File: config.mk
export PLATFORM = sky130hd
export DESIGN_NAME = contador_mod_n_barrido
export DESIGN_NICKNAME = d
export VERILOG_FILES = /design/src/rtl/contador_mod_n_barrido.sv
export SDC_FILE = /design/constraint.sdc
export NUM_CORES = 1
export LEC_CHECK = 0
export BUFFER_PORTS_ARGS = -buffer_cell sky130_fd_sc_hd__buf_2
export CAP_MARGIN = 20
export CORE_AREA = 2 2 39 41
export CTS_CLUSTER_SIZE = 24
export DETAILED_ROUTE_END_ITERATION = 8
export DIE_AREA = 0 0 41 43
export MAX_ROUTING_LAYER = met4
export PLACE_DENSITY = 0.59
export SLEW_MARGIN = 20
export SYNTH_ARGS = -nofsm -noshare
export SYNTH_HDL_FRONTEND = slang
export SYNTH_SLANG_ARGS = --single-unit
File: constraint.sdc
create_clock -name clk_10MHz_i -period 3.49 [get_ports clk_10MHz_i]
set_input_delay 0.1745 -clock clk_10MHz_i [delete_from_list [all_inputs] [get_ports clk_10MHz_i]]
set_output_delay 0.1745 -clock clk_10MHz_i [all_outputs]
set_load 0.02 [all_outputs]
File: src/rtl/contador_mod_n_barrido.sv
// Modulo-N digit-scan counter: up/down with wrap, synchronous load, active-low one-hot anodes, wrap pulse.
// Optional macro CONTADOR_TICK_INTERNO_EN: an internal PRESCALA-cycle tick replaces the en_i edge detector.
module contador_mod_n_barrido #(
    parameter int N_DIGITOS = 4,
    parameter int ANCHO     = $clog2(N_DIGITOS),
    parameter int PRESCALA  = 10000
) (
    input  logic                 clk_10MHz_i,
    input  logic                 rst_i,
    input  logic                 en_i,
    input  logic                 dir_i,
    input  logic                 load_i,
    input  logic [ANCHO-1:0]     dato_i,
    output logic [ANCHO-1:0]     Q_o,
    output logic [N_DIGITOS-1:0] anodo_o,
    output logic                 tc_o
);

    localparam logic [ANCHO-1:0] L_ULTIMO = ANCHO'(N_DIGITOS - 1);
    localparam logic [ANCHO:0]   L_MODULO = (ANCHO + 1)'(N_DIGITOS);

    if (N_DIGITOS < 2 || N_DIGITOS > 16 || PRESCALA < 2) begin : g_param_invalido
        $error("contador_mod_n_barrido: N_DIGITOS must be 2..16 and PRESCALA >= 2");
    end

    logic w_tick;

`ifdef CONTADOR_TICK_INTERNO_EN
    localparam int AP = $clog2(PRESCALA);
    localparam logic [AP-1:0] L_PRESC_FIN = AP'(PRESCALA - 1);

    logic [AP-1:0] r_presc;
    logic          w_en_unused;

    assign w_en_unused = en_i;
    assign w_tick      = (r_presc == L_PRESC_FIN);

    // Free-running: keeps counting through loads so the scan period stays fixed.
    always_ff @(posedge clk_10MHz_i) begin
        if (!rst_i) begin
            r_presc <= '0;
        end else if (w_tick) begin
            r_presc <= '0;
        end else begin
            r_presc <= r_presc + AP'(1);
        end
    end
`else
    logic [1:0] r_registro_en;

    assign w_tick = (r_registro_en == 2'b01);

    always_ff @(posedge clk_10MHz_i) begin
        if (!rst_i) begin
            r_registro_en <= 2'b00;
        end else begin
            r_registro_en <= {r_registro_en[0], en_i};
        end
    end
`endif

    logic [ANCHO-1:0]     r_q;
    logic [N_DIGITOS-1:0] r_anodo;
    logic                 r_tc;
    logic [ANCHO-1:0]     w_q_next;
    logic                 w_tc_next;
    logic [N_DIGITOS-1:0] w_anodo_next;

    // Load wins over a same-cycle tick; that tick is simply dropped.
    always_comb begin
        w_q_next  = r_q;
        w_tc_next = 1'b0;
        if (load_i) begin
            w_q_next = ({1'b0, dato_i} < L_MODULO) ? dato_i : '0;
        end else if (w_tick) begin
            if (dir_i) begin
                if (r_q == L_ULTIMO) begin
                    w_q_next  = '0;
                    w_tc_next = 1'b1;
                end else begin
                    w_q_next = r_q + ANCHO'(1);
                end
            end else begin
                if (r_q == '0) begin
                    w_q_next  = L_ULTIMO;
                    w_tc_next = 1'b1;
                end else begin
                    w_q_next = r_q - ANCHO'(1);
                end
            end
        end
    end

    // Anodes decoded from the next count so they switch on the same edge as Q_o.
    for (genvar gi = 0; gi < N_DIGITOS; gi++) begin : g_anodo
        assign w_anodo_next[gi] = (w_q_next != ANCHO'(gi));
    end

    always_ff @(posedge clk_10MHz_i) begin
        if (!rst_i) begin
            r_q     <= '0;
            r_anodo <= ~N_DIGITOS'(1);
            r_tc    <= 1'b0;
        end else begin
            r_q     <= w_q_next;
            r_anodo <= w_anodo_next;
            r_tc    <= w_tc_next;
        end
    end

    assign Q_o     = r_q;
    assign anodo_o = r_anodo;
    assign tc_o    = r_tc;

endmodule

# ---- After elaboration in Yosys (flattened, before gate mapping)
# Index checks and enable logic that the tools add are counted.
dict set report word_totals {
  word_cells 24
  out_inout_bits 7
  input_bits 7
  register_bits 9
}
dict set report op_classes {
  bitwise 2
  muxes 8
  reduce_logical 3
  add_sub_neg 2
  eq_ne 5
}
# op n
set ops {}
lappend ops {{2-bit two-way mux} 5}
lappend ops {{2-bit inequality test, second input constant} 2}
lappend ops {{1-bit two-way mux} 3}
lappend ops {{3-bit OR reduction} 1}
lappend ops {{2-bit by 1-bit adder with 2-bit output, second input constant} 1}
lappend ops {{2-bit by 1-bit equality test with 1-bit output, second input constant} 1}
lappend ops {{2-bit equality test, second input constant} 1}
lappend ops {{2-bit logical NOT} 1}
lappend ops {{2-bit by 1-bit inequality test with 1-bit output, second input constant} 1}
lappend ops {{1-bit inverter} 2}
lappend ops {{2-bit nonzero test} 1}
lappend ops {{2-bit by 1-bit subtractor with 2-bit output, second input constant} 1}

# ---- Depth between registers and ports, before layout
# Gate-level depths: netlist (run 1).
dict set report logic_depth {
  word_depth 6
  ltp_mapped 6
  mapped_depth_nobuf 6
}

# ---- Least setup slack after synthesis (run 1)
# OpenSTA, ideal clock, no wires.
dict set report synth_timing {
  path_type {register to register}
  from {reg r_q[0], in the netlist Q_o[0]}
  to {reg r_anodo[0], in the netlist anodo_o[0]}
  n_path_buf 0
  path_stages_with_launch 7
  setup_time_ns 0.128
  arrival_time_ns 1.433
  period_less_slack_ns 1.561
  slack_ns 1.929
  required_time_ns 3.362
  cell_sequence {dfxtp_1 inv_1 ha_1 and2b_1 o22ai_1 a221oi_2 a21oi_1}
}
dict set report synth_via {
  elab_chain_len 6
  word_cells_on_any_way 10
  classes_between {add/sub (2); eq/ne (1); mux (5); reduce/logical (2)}
}
# item line
set synth_lines {}
lappend synth_lines {{from (decl)} 62} ;# logic [ANCHO-1:0] r_q;
lappend synth_lines {{from (signal assigned)} 105} ;# r_q <= w_q_next;
lappend synth_lines {{2-bit by 1-bit subtractor with 2-bit output, or another cell as far along} 88} ;# w_q_next = r_q - ANCHO'(1);
lappend synth_lines {{2-bit two-way mux, on equally long branches} {84, 77}}
lappend synth_lines {{2-bit two-way mux} 76} ;# if (dir_i) begin
lappend synth_lines {{2-bit two-way mux (*)} 75} ;# end else if (w_tick) begin
lappend synth_lines {{2-bit two-way mux (*)} 73} ;# if (load_i) begin
lappend synth_lines {{2-bit nonzero test (*)} 96} ;# assign w_anodo_next[gi] = (w_q_next != ANCHO'(gi));
lappend synth_lines {{to (signal assigned)} 102} ;# r_anodo <= ~N_DIGITOS'(1);
lappend synth_lines {{to (signal assigned)} 106} ;# r_anodo <= w_anodo_next;
lappend synth_lines {{to (decl)} 63} ;# logic [N_DIGITOS-1:0] r_anodo;
# Mark *: on every way between the ends. The rest lies on a longest branch, timed or not.
# A chain may end at the register's enable or synchronous reset.

# ---- Worst setup path after layout (run 1)
# Same ends and word-level chain as after synthesis.

==> reports/metrics.yaml, run 1 <==
run_status:
  status: "finished clean"
setup_path:
  crit_required_ps: 3620
  worstPathArrival_ps: 1680
  cp_max_fo: 5
  criticalPathCategory: "register to register"
  max_stage_delay_ps: 400
  crit_path_start_kind: "register"
  path_buf_inv: 1
  cp_cell_sequence: "inv_1 > ha_1 > and2b_1 > o22ai_1 > a221oi_2 > a21oi_1"
  critPathLaunch: "Q_o[0]"
  cp_slowest_cell: "dfxtp_1"
  crit_family: "compound AO/OA/AOI/OAI gates"
  end_kind: "register"
  reg2reg_from: "Q_o[0]"
synthesis:
  yosys.area.top_type: "dfxtp_1"
  synth_top_area_share_pct: 49.32
  ys_seq_area_share_pct: 49.32
  synth_cells: 36
  syn_area_per_cell_um2: 10.15
  synthTopCellsByArea: "dfxtp_1 (49%), ha_1 (6.8%), and2_1 (5.1%), a221oi_2 (4.1%), nand2_1 (4.1%)"
  synth.net_count: 45
  syn_area_um2: 365.4
  ys_seq_elements: 9
  synth_cell_types: 19
  ys_warn_count: 0
timing:
  fmax_ghz: 0.6460
  post-route-period-util_pct: 44.35
  min_period_ps: 1548
  drv_slew: 0
  rsz0062_at_grt: "false"
  final_hold_viol_count: 0
  skew_ps: 1.517
  finalSetupTns_ps: 0
  tightestPinTransition_ps: 338.5
  setup_viol: 0
  slew_headroom_pct: 77.44
global_routing:
  gr-usage-all-layers_pct: 9.072
  use_met2_pct: 13.13
  grt_pass1_vias: 278
  grt_pass1_wl_um: 1014
  overflow: 0
  grt-busiest-layer: "met2"
  antenna_found_initial: 0
  met3_usage_pct: 7.853
  met1_usage_pct: 9.061
  grt_max_degree: 6
power_and_ir_drop:
  cellPowerDensity_mw_per_mm2: 472.0
  ir_drop_uv: 227.6
  power.total_uw: 225.0
  leakagePower_uw: 0.0002152
finish:
  fillCellCount: 152
  seq_area_um2: 180.2
  multi_input_area_um2: 173.9
  diodes: 0
  areaGrowthSynthToFinish_pct: 30.48
  layout-drive-gt1-share_pct: 35.85
  nets: 63
  layout_commonest_cell: "buf_2"
  mostFrequentLayoutCells: "buf_2 (13), dfxtp_1 (9), nand2_1 (4)"
placed_design:
  gp_congestion: 0.6895
  port_buffers: 13
drt:
  drtIter0Drc: 4
  ant_nets: 0
  routed_via_density: 4.333
  routed-via-count: 299
  drc: 0
  first_pass_iters: 2
  postRouteWirelength_um: 638
  routedWlPerCell_um: 9.246
floorplanning:
  dieArea_mm2: 0.001763
  fp.dieW_um: 41
  rows: 14
  coreArea_mm2: 0.001384
  initial_core_util_pct: 26.40
  io-pin-count: 14
  chipHeight_um: 43
clock_tree:
  cts_buffers: 3
  ctsHoldBuffers: 0
  post-cts-setup-buffers: 0
  clkSinkCount: 9
  cts_resized: 0
  cts_root_buf: "clkbuf_4"
  ctsLongestPathBuffers: 2
  cts_max_level: 1
  insertion_delay_ps: 260
  cts_tree: "built"
  clk_pin_slew_ps: 60
min_path:
  hold_path.class: "input pin to register"
  worstHoldStart: "en_i"
job:
  drv_cap: 0
-- cell usage after synthesis (all sizes together) --
cell type  number
dfxtp           9
nand2           4
and2            3
inv             3
a21oi           2
ha              2
nor2            2
a221oi          1
and2b           1
mux2i           1
nand2b          1
nand3b          1
nor2b           1
nor3            1
nor3b           1
o22ai           1
o31a            1
xnor2           1
-- power by group --
group	leakage [uW]	internal (uW)	total [uW]	switching, uW
Sequential	0.0000742	109	112	2.96
Combinational	0.000126	16.0	35.9	19.9
Clock	0.0000150	43.9	77.3	33.5
-- cells by family (layout without fill, tap and decap cells) --
kind of cell / count (synthesis) / in the layout / share of synthesized area [%]
buffers and inverters: 3 / 20 / 3.082
AND/OR/NAND/NOR: 15 / 15 / 23.63
multiplexers: 1 / 1 / 2.740
adder cells (fa/ha/maj): 2 / 2 / 6.848
flip-flops: 9 / 9 / 49.31
AO/OA/AOI/OAI: 5 / 5 / 11.99
XOR/XNOR: 1 / 1 / 2.398
-- sequential cells by signal, indices dropped and copies added (netlist names) --
register and count:
r_registro_en 2, Q_o 2, tc_o 1, anodo_o 4
-- final cells by class --
type                            instances  area share, %
Tap cell                               16          4.199
Timing Repair Buffer                   13          13.65
Clock buffer                            4          5.512
Multi-Input combinational cell         24          36.48
Sequential cell                         9          37.80
Inverter                                3          2.362
-- worst paths after layout --
| kind | to | slack [ps] | cells after the start |
|---|---|---|---|
| worst min-delay path | r_registro_en[0] | 120 | 2 |
| worst max register to register | anodo_o[0] | 1940 | 6 |
| worst max-delay path | anodo_o[0] | 1940 | 6 |
| worst min register to register | r_registro_en[1] | 480 | 1 |
-- worst reg2reg max path, cell delays in order, from the launching register on --
cell	delay (ps)
dfxtp_1	400
inv_1	80
ha_1	210
and2b_1	190
o22ai_1	80
a221oi_2	360
a21oi_1	120
-- layer usage --
metal / vias up / share of wire, %
li1: 152 / -
met1: 135 / 43
met2: 12 / 49
met3: 0 / 8.3
met4: 0 / 0
met5: - / 0
-- stage by stage --
step / instances / hold WS [ps] / setup WS, ps / instance area, um^2 / utilization [%]
2_1_floorplan: 36 / 261.4 / 1929 / 365.4 / -
3_3_place_gp: 65 / 383.1 / 1957 / 450.4 / 32.55
3_5_place_dp: 65 / 382.6 / 1938 / 450.4 / 32.55
4_1_cts: 69 / 114.5 / 1927 / 476.7 / 34.45
5_1_grt: 69 / 116.8 / 1786 / 476.7 / 34.45
6_report: 69 / 120.4 / 1942 / 476.7 / 34.45
Note: power is estimated with default switching activity, not from simulation.
==> run 2: changes to the inputs <==
--- a/config.mk
+++ b/config.mk
@@ -5,6 +5,7 @@
 export SDC_FILE = /design/constraint.sdc
 export NUM_CORES = 1
 export LEC_CHECK = 0
+export ABC_AREA = 1
 export BUFFER_PORTS_ARGS = -buffer_cell sky130_fd_sc_hd__buf_2
 export CAP_MARGIN = 20
 export CORE_AREA = 2 2 39 41
@@ -12,7 +13,7 @@
 export DETAILED_ROUTE_END_ITERATION = 8
 export DIE_AREA = 0 0 41 43
 export MAX_ROUTING_LAYER = met4
-export PLACE_DENSITY = 0.59
+export PLACE_DENSITY = 0.63
 export SLEW_MARGIN = 20
 export SYNTH_ARGS = -nofsm -noshare
 export SYNTH_HDL_FRONTEND = slang
==> constraint.sdc (replaced) <==
create_clock -name clk_10MHz_i -period 1.43 [get_ports clk_10MHz_i]
set_input_delay 0.0715 -clock clk_10MHz_i [delete_from_list [all_inputs] [get_ports clk_10MHz_i]]
set_output_delay 0.0715 -clock clk_10MHz_i [all_outputs]
set_load 0.02 [all_outputs]
==> reports/metrics.yaml, run 2 <==
power_and_ir_drop:
  combPwrFrac_pct: 18.6  # was 16.0%
  power.total_uw: 570.6  # was 225.0 uW
  ir_drop_uv: 587.6  # was 227.6 uV
  netSwitchingPower_uw: 157.8  # was 56.31 uW
  leakagePower_uw: 0.0002943  # was 0.0002152 uW
  cellPowerDensity_mw_per_mm2: 1058  # was 472.0 mW/mm^2
  swShare_pct: 27.65  # was 25.03%
  seq_power_share_pct: 48.0  # was 49.7%
  intPower_uw: 412.8  # was 168.7 uW
  clkPwrFrac_pct: 33.4  # was 34.4%
clock_tree:
  cts_buffers: 3  # unchanged
  cts_root_buf: "clkbuf_4"  # unchanged
  insertion_delay_ps: 250  # was 260 ps
  ctsLongestPathBuffers: 2  # unchanged
  clkSinkCount: 9  # unchanged
  clk_pin_slew_ps: 60  # about the same
  post-cts-setup-buffers: 0  # unchanged
  cts_max_level: 1  # unchanged
  ctsHoldBuffers: 1  # was 0
  cts_resized: 0  # unchanged
  cts_tree: "built"  # unchanged
global_routing:
  overflow: 0  # unchanged
  gr-usage-all-layers_pct: 10.62  # was 9.072%
  antenna_found_initial: 0  # unchanged
  grt_pass1_vias: 350  # was 278
  grt_max_degree: 8  # was 6
  grt_pass1_wl_um: 1235  # was 1014 um
setup_path:
  crit_path_start_kind: "register"  # unchanged
  cp_slowest_cell: "dfxtp_1"  # unchanged
  cp_max_fo: 3  # was 5
  cp.depth: 8  # was 6
  path_common_cell: "nand3_1"
  criticalPathCategory: "register to register"  # unchanged
  end_kind: "register"  # unchanged
  worstPathArrival_ps: 1420  # was 1680 ps
  max_stage_delay_ps: 350  # was 400 ps
  crit_family: "simple AND/OR/NAND/NOR gates"  # was compound AO/OA/AOI/OAI gates
  path_buf_inv: 2  # was 1
  rr_worst_depth: 8  # was 6
  crit_required_ps: 1570  # was 3620 ps
  cp_cell_sequence: "inv_1 > ha_1 > inv_1 > nand2_1 > nand3_1 > nand3_1 > nand2_1 > nand3_1"  # was inv_1 > ha_1 > and2b_1 > o22ai_1 > a221oi_2 > a21oi_1
floorplanning:
  dieArea_mm2: 0.001763  # unchanged
  rows: 14  # unchanged
  fp.dieW_um: 41  # unchanged
  coreArea_mm2: 0.001384  # unchanged
  chipHeight_um: 43  # unchanged
  initial_core_util_pct: 30.20  # was 26.40%
  io-pin-count: 14  # unchanged
min_path:
  hold_path.class: "input pin to register"  # unchanged
  hold_path_depth: 2  # unchanged
synthesis:
  synth-async-reset-ratio_pct: 0  # unchanged
  synth_top_cells_by_count: "nand2_1 (17), dfxtp_1 (9), inv_1 (7), nand3_1 (7), inv_2 (4)"  # was dfxtp_1 (9), nand2_1 (4), and2_1 (3), inv_1 (3)
  ys.flop_type: "dfxtp_1"  # unchanged
  syn_area_per_cell_um2: 7.463  # was 10.15 um^2
  synth_edf_count: 0  # unchanged
  ys_warn_count: 0  # unchanged
  yosys.area.top_type: "dfxtp_1"  # unchanged
  yosysMostFrequentCell: "nand2_1"  # was dfxtp_1
  synthTopCellsByArea: "dfxtp_1 (43%), nand2_1 (15%), nand3_1 (8.4%), inv_1 (6.3%), ha_1 (6.0%)"  # was dfxtp_1 (49%), ha_1 (6.8%), and2_1 (5.1%), a221oi_2 (4.1%), nand2_1 (4.1%)
  ys_seq_area_share_pct: 43.11  # was 49.32%
  syn_area_um2: 417.9  # was 365.4 um^2
  synth_top_area_share_pct: 43.11  # was 49.32%
  synth.net_count: 65  # was 45
  synth_cell_types: 13  # was 19
  ys_seq_elements: 9  # unchanged
  synth_cells: 56  # was 36
finish:
  diodes: 0  # unchanged
  mostFrequentLayoutCells: "nand2_1 (17), buf_2 (13), dfxtp_1 (9), inv_1 (7), nand3_1 (7)"  # was buf_2 (13), dfxtp_1 (9), nand2_1 (4)
  nets: 84  # was 63
  areaGrowthSynthToFinish_pct: 29.04  # was 30.48%
  final_area_um2: 539.3  # was 476.7 um^2
  layout-drive-gt1-share_pct: 35.14  # was 35.85%
  layout_commonest_cell: "nand2_1"  # was buf_2
  layout.cells.non_filler: 90  # was 69
  fillCellCount: 147  # was 152
  largest_reg_flops: 4  # unchanged
placed_design:
  dp_hpwl_um: 604
  port_buffers: 13  # unchanged
  dpl_cell_area_um2: 503.0  # was 450.4 um^2
  gp_congestion: 0.9099  # was 0.6895
  placed_cells: 85  # was 65
timing:
  skew_ps: 2.177  # was 1.517 ps
  post-route-period-util_pct: 89.55  # was 44.35%
  fmax_ghz: 0.7809  # was 0.6460 GHz
  setup_viol: 0  # unchanged
  tightestPinTransition_ps: 145.5  # was 338.5 ps
  rsz0062_at_grt: "false"  # unchanged
  finalSetupTns_ps: 0  # unchanged
  min_period_ps: 1281  # was 1548 ps
  final_hold_viol_count: 0  # unchanged
  drv_slew: 0  # unchanged
  slew_headroom_pct: 90.29  # was 77.44%
drt:
  routed_via_density: 4.356  # was 4.333
  drc: 0  # unchanged
  postRouteWirelength_um: 745  # was 638 um
  first_pass_iters: 4  # was 2
  routedWlPerCell_um: 8.278  # was 9.246 um
  ant_nets: 0  # unchanged
  routed-via-count: 392  # was 299
  drtIter0Drc: 5  # was 4
run_status:
  status: "finished clean"  # unchanged
job:
  drv_cap: 0  # unchanged
==> run 2: stage by stage <==
step,util [%],hold WS [ps],setup slack [ps]
floorplan,-,156.1,80.07
global placement,36.35,252.3,191.4
detailed placement,36.35,256.7,162.4
CTS,38.97,74.26,153.3
global route,38.97,70.80,35.60
finish,38.97,77.85,149.5
==> run 2: path summary, 6_finish.rpt <==
path | to | slack [ps] | start
max | anodo_o[2] | 150 | Q_o[0]
min | anodo_o[1] | 80 | rst_i
max reg2reg | anodo_o[2] | 150 | Q_o[0]
min reg2reg | r_registro_en[1] | 490 | r_registro_en[0]
==> run 2: logic make-up after synthesis <==
kind of cell	after synthesis	share of synthesized area, %
AND/OR/NAND/NOR	30	34.73
buffers and inverters	11	9.880
flip-flops	9	43.11
AO/OA/AOI/OAI	4	6.289
adder cells (fa/ha/maj)	2	5.987
==> run 2: metal layers <==
metal	GRT usage [%]	part of all wire [%]	wire length, um
met1	12.62	47	351
met4	7.333	1.3	10
met3	3.141	7.4	55
met5	-	0	0
met2	14.69	44	328
==> run 2: final cells by class <==
cell class,count,area (um^2),area share (%)
Inverter,11,41.29,7.657
Tap cell,16,20.02,3.712
Sequential cell,9,180.2,33.41
Clock buffer,4,26.28,4.872
Multi-Input combinational cell,36,196.4,36.43
Timing Repair Buffer,14,75.07,13.92
==> run 2: power by group through the flow <==
| stage | clock network [uW] | logic (uW) | registers [uW] |
|---|---|---|---|
| after floorplan | 0 | 54.4 | 295 |
| after global placement | 0 | 104 | 279 |
| after detailed placement | 0 | 105 | 279 |
| after CTS | 200 | 107 | 274 |
| after global routing | 219 | 119 | 276 |
| final | 191 | 106 | 274 |
==> run 3: changes to the inputs <==
--- a/config.mk
+++ b/config.mk
@@ -13,8 +13,9 @@
 export DETAILED_ROUTE_END_ITERATION = 8
 export DIE_AREA = 0 0 41 43
 export MAX_ROUTING_LAYER = met4
-export PLACE_DENSITY = 0.63
+export PLACE_DENSITY = 0.6
 export SLEW_MARGIN = 20
 export SYNTH_ARGS = -nofsm -noshare
 export SYNTH_HDL_FRONTEND = slang
 export SYNTH_SLANG_ARGS = --single-unit
+export TNS_END_PERCENT = 5
==> constraint.sdc (replaced) <==
create_clock -name clk_10MHz_i -period 1.32 [get_ports clk_10MHz_i]
set_input_delay 0.066 -clock clk_10MHz_i [delete_from_list [all_inputs] [get_ports clk_10MHz_i]]
set_output_delay 0.066 -clock clk_10MHz_i [all_outputs]
set_load 0.02 [all_outputs]
==> reports/metrics.yaml, run 3 (same netlist as run 2, synthesis figures left out) <==
run_status:
  status: "finished clean"  # unchanged
drt:
  routed-via-count: 390  # was 392
  routed_via_density: 4.286  # was 4.356
  first_pass_iters: 2  # was 4
  drtIter0Drc: 4  # was 5
  postRouteWirelength_um: 903  # was 745 um
  ant_nets: 0  # unchanged
  drc: 0  # unchanged
  routedWlPerCell_um: 9.923  # was 8.278 um
floorplanning:
  dieArea_mm2: 0.001763  # unchanged
  io-pin-count: 14  # unchanged
  chipHeight_um: 43  # unchanged
  coreArea_mm2: 0.001384  # unchanged
  initial_core_util_pct: 30.20  # unchanged
  rows: 14  # unchanged
  fp.dieW_um: 41  # unchanged
finish:
  areaGrowthSynthToFinish_pct: 35.93  # was 29.04%
  largest_reg_flops: 4  # unchanged
  diodes: 0  # unchanged
  seq_area_um2: 182.7  # was 180.2 um^2
  layout-drive-gt1-share_pct: 45.33  # was 35.14%
  layout_commonest_cell: "nand2_1"  # unchanged
  multi_input_area_um2: 214.0  # was 196.4 um^2
  mostFrequentLayoutCells: "nand2_1 (17), buf_2 (13), dfxtp_1 (7), inv_2 (6), nand3_1 (6)"  # was nand2_1 (17), buf_2 (13), dfxtp_1 (9), inv_1 (7), nand3_1 (7)
  nets: 85  # was 84
  fillCellCount: 144  # was 147
timing:
  post-route-period-util_pct: 93.21  # was 89.55%
  setup_viol: 0  # unchanged
  holdWs_ps: 72.12  # was 77.85 ps
  tightestPinTransition_ps: 153.9  # was 145.5 ps
  min_period_ps: 1230  # was 1281 ps
  fmax_ghz: 0.8128  # was 0.7809 GHz
  drv_slew: 0  # unchanged
  slew_headroom_pct: 89.74  # was 90.29%
  final_hold_viol_count: 0  # unchanged
  skew_ps: 5.925  # was 2.177 ps
clock_tree:
  ctsLongestPathBuffers: 2  # unchanged
  cts_buffers: 3  # unchanged
  clkSinkCount: 9  # unchanged
  cts_root_buf: "clkbuf_4"  # unchanged
  cts_max_level: 1  # unchanged
  insertion_delay_ps: 260  # was 250 ps
  clk_pin_slew_ps: 60  # about the same
  cts_tree: "built"  # unchanged
setup_path:
  cp_max_fo: 4  # was 3
  crit_required_ps: 1480  # was 1570 ps
  crit_path_start_kind: "register"  # unchanged
  worstPathArrival_ps: 1390  # was 1420 ps
  end_kind: "register"  # unchanged
  criticalPathCategory: "register to register"  # unchanged
global_routing:
  grt_pass1_vias: 320  # was 350
  antenna_found_initial: 0  # unchanged
  overflow: 0  # unchanged
  grt_pass1_wl_um: 1255  # was 1235 um
  gr-usage-all-layers_pct: 11.75  # was 10.62%
  grt_max_degree: 8  # unchanged
min_path:
  hold_path.class: "input pin to register"  # unchanged
power_and_ir_drop:
  combPwrFrac_pct: 20.2  # was 18.6%
  cellPowerDensity_mw_per_mm2: 1120  # was 1058 mW/mm^2
  netSwitchingPower_uw: 185.4  # was 157.8 uW
  leakagePower_uw: 0.0003051  # was 0.0002943 uW
  intPower_uw: 450.6  # was 412.8 uW
  clkPwrFrac_pct: 32.7  # was 33.4%
  swShare_pct: 29.15  # was 27.65%
  ir_drop_uv: 490.9  # was 587.6 uV
  seq_power_share_pct: 47.1  # was 48.0%
  power.total_uw: 635.9  # was 570.6 uW
placed_design:
  port_buffers: 13  # unchanged
  gp_congestion: 0.6650  # was 0.9099
  dp_hpwl_um: 681.5  # was 604 um
job:
  drv_cap: 0  # unchanged
[run 3: cell count changes in the layout (fill, tap and decap cells not counted)]
cell	before	now
dfxtp_1	9	7
dfxtp_2	0	2
inv_1	7	5
inv_2	4	6
buf_4	0	1
clkbuf_1	1	0
clkinv_2	0	1
ha_1	2	1
ha_4	0	1
nand3_1	7	6
nand3_2	1	2
[run 3: worst paths after layout]
| check | startpoint | to | slack (ps) | depth (start not counted) |
|---|---|---|---|---|
| min reg2reg | r_registro_en[0] | r_registro_en[1] | 490 | 2 |
| max | Q_o[1] | anodo_o[0] | 90 | 9 |
| max reg2reg | Q_o[1] | anodo_o[0] | 90 | 9 |
| min | rst_i | anodo_o[1] | 70 | 2 |
[run 3: metrics by stage]
step	cell area [um^2]	setup TNS, ps	instances	setup slack, ps	utilization [%]
after floorplan	419.2	0	56	7.525	-
after detailed placement	504.2	0	85	9.770	36.44
final	568.0	0	91	89.62	41.05
after CTS	543.0	0	90	56.91	39.24
after global placement	504.2	0	85	71.47	36.44
after global routing	568.0	-25.65	91	-17.51	41.05
[run 3: layout make-up]
class | instances | share of cell area (%)
Multi-Input combinational cell | 36 | 37.67
Sequential cell | 9 | 32.16
Timing Repair Buffer | 15 | 14.54
Inverter | 11 | 7.269
Clock buffer | 3 | 3.965
Tap cell | 16 | 3.524
Clock inverter | 1 | 0.8811
[run 3: metal layers]
metal | vias to the layer above | global-route usage, % | routed length [um]
met5 | - | - | 0
met4 | 0 | 10.00 | 14
met3 | 2 | 6.283 | 46
met2 | 9 | 15.63 | 468
met1 | 170 | 11.97 | 373
li1 | 209 | - | -
[run 3: power by group through the flow]
stage          combinational (uW)  clock, uW  sequential (uW)
2_1_floorplan                58.9          0              320
3_3_place_gp                  113          0              303
3_5_place_dp                  115          0              304
4_1_cts                       117        220              298
5_1_grt                       145        238              301
6_report                      128        208              299
[run 3: repair_timing]
action,4_1_cts,5_1_grt
setup endpoints to repair,1,5
gates resized for setup,1,4
setup buffers,0,1
hold buffers,1,0
hold endpoints to repair,1,0
[run 3: critical path, cell delays in order (launching register included)]
cell	delay, ps
dfxtp_2	370
inv_2	60
ha_4	260
inv_1	30
nand2_1	70
nand2_1	50
nand2_1	50
nand2_1	90
nand3_2	80
nand2_1	60
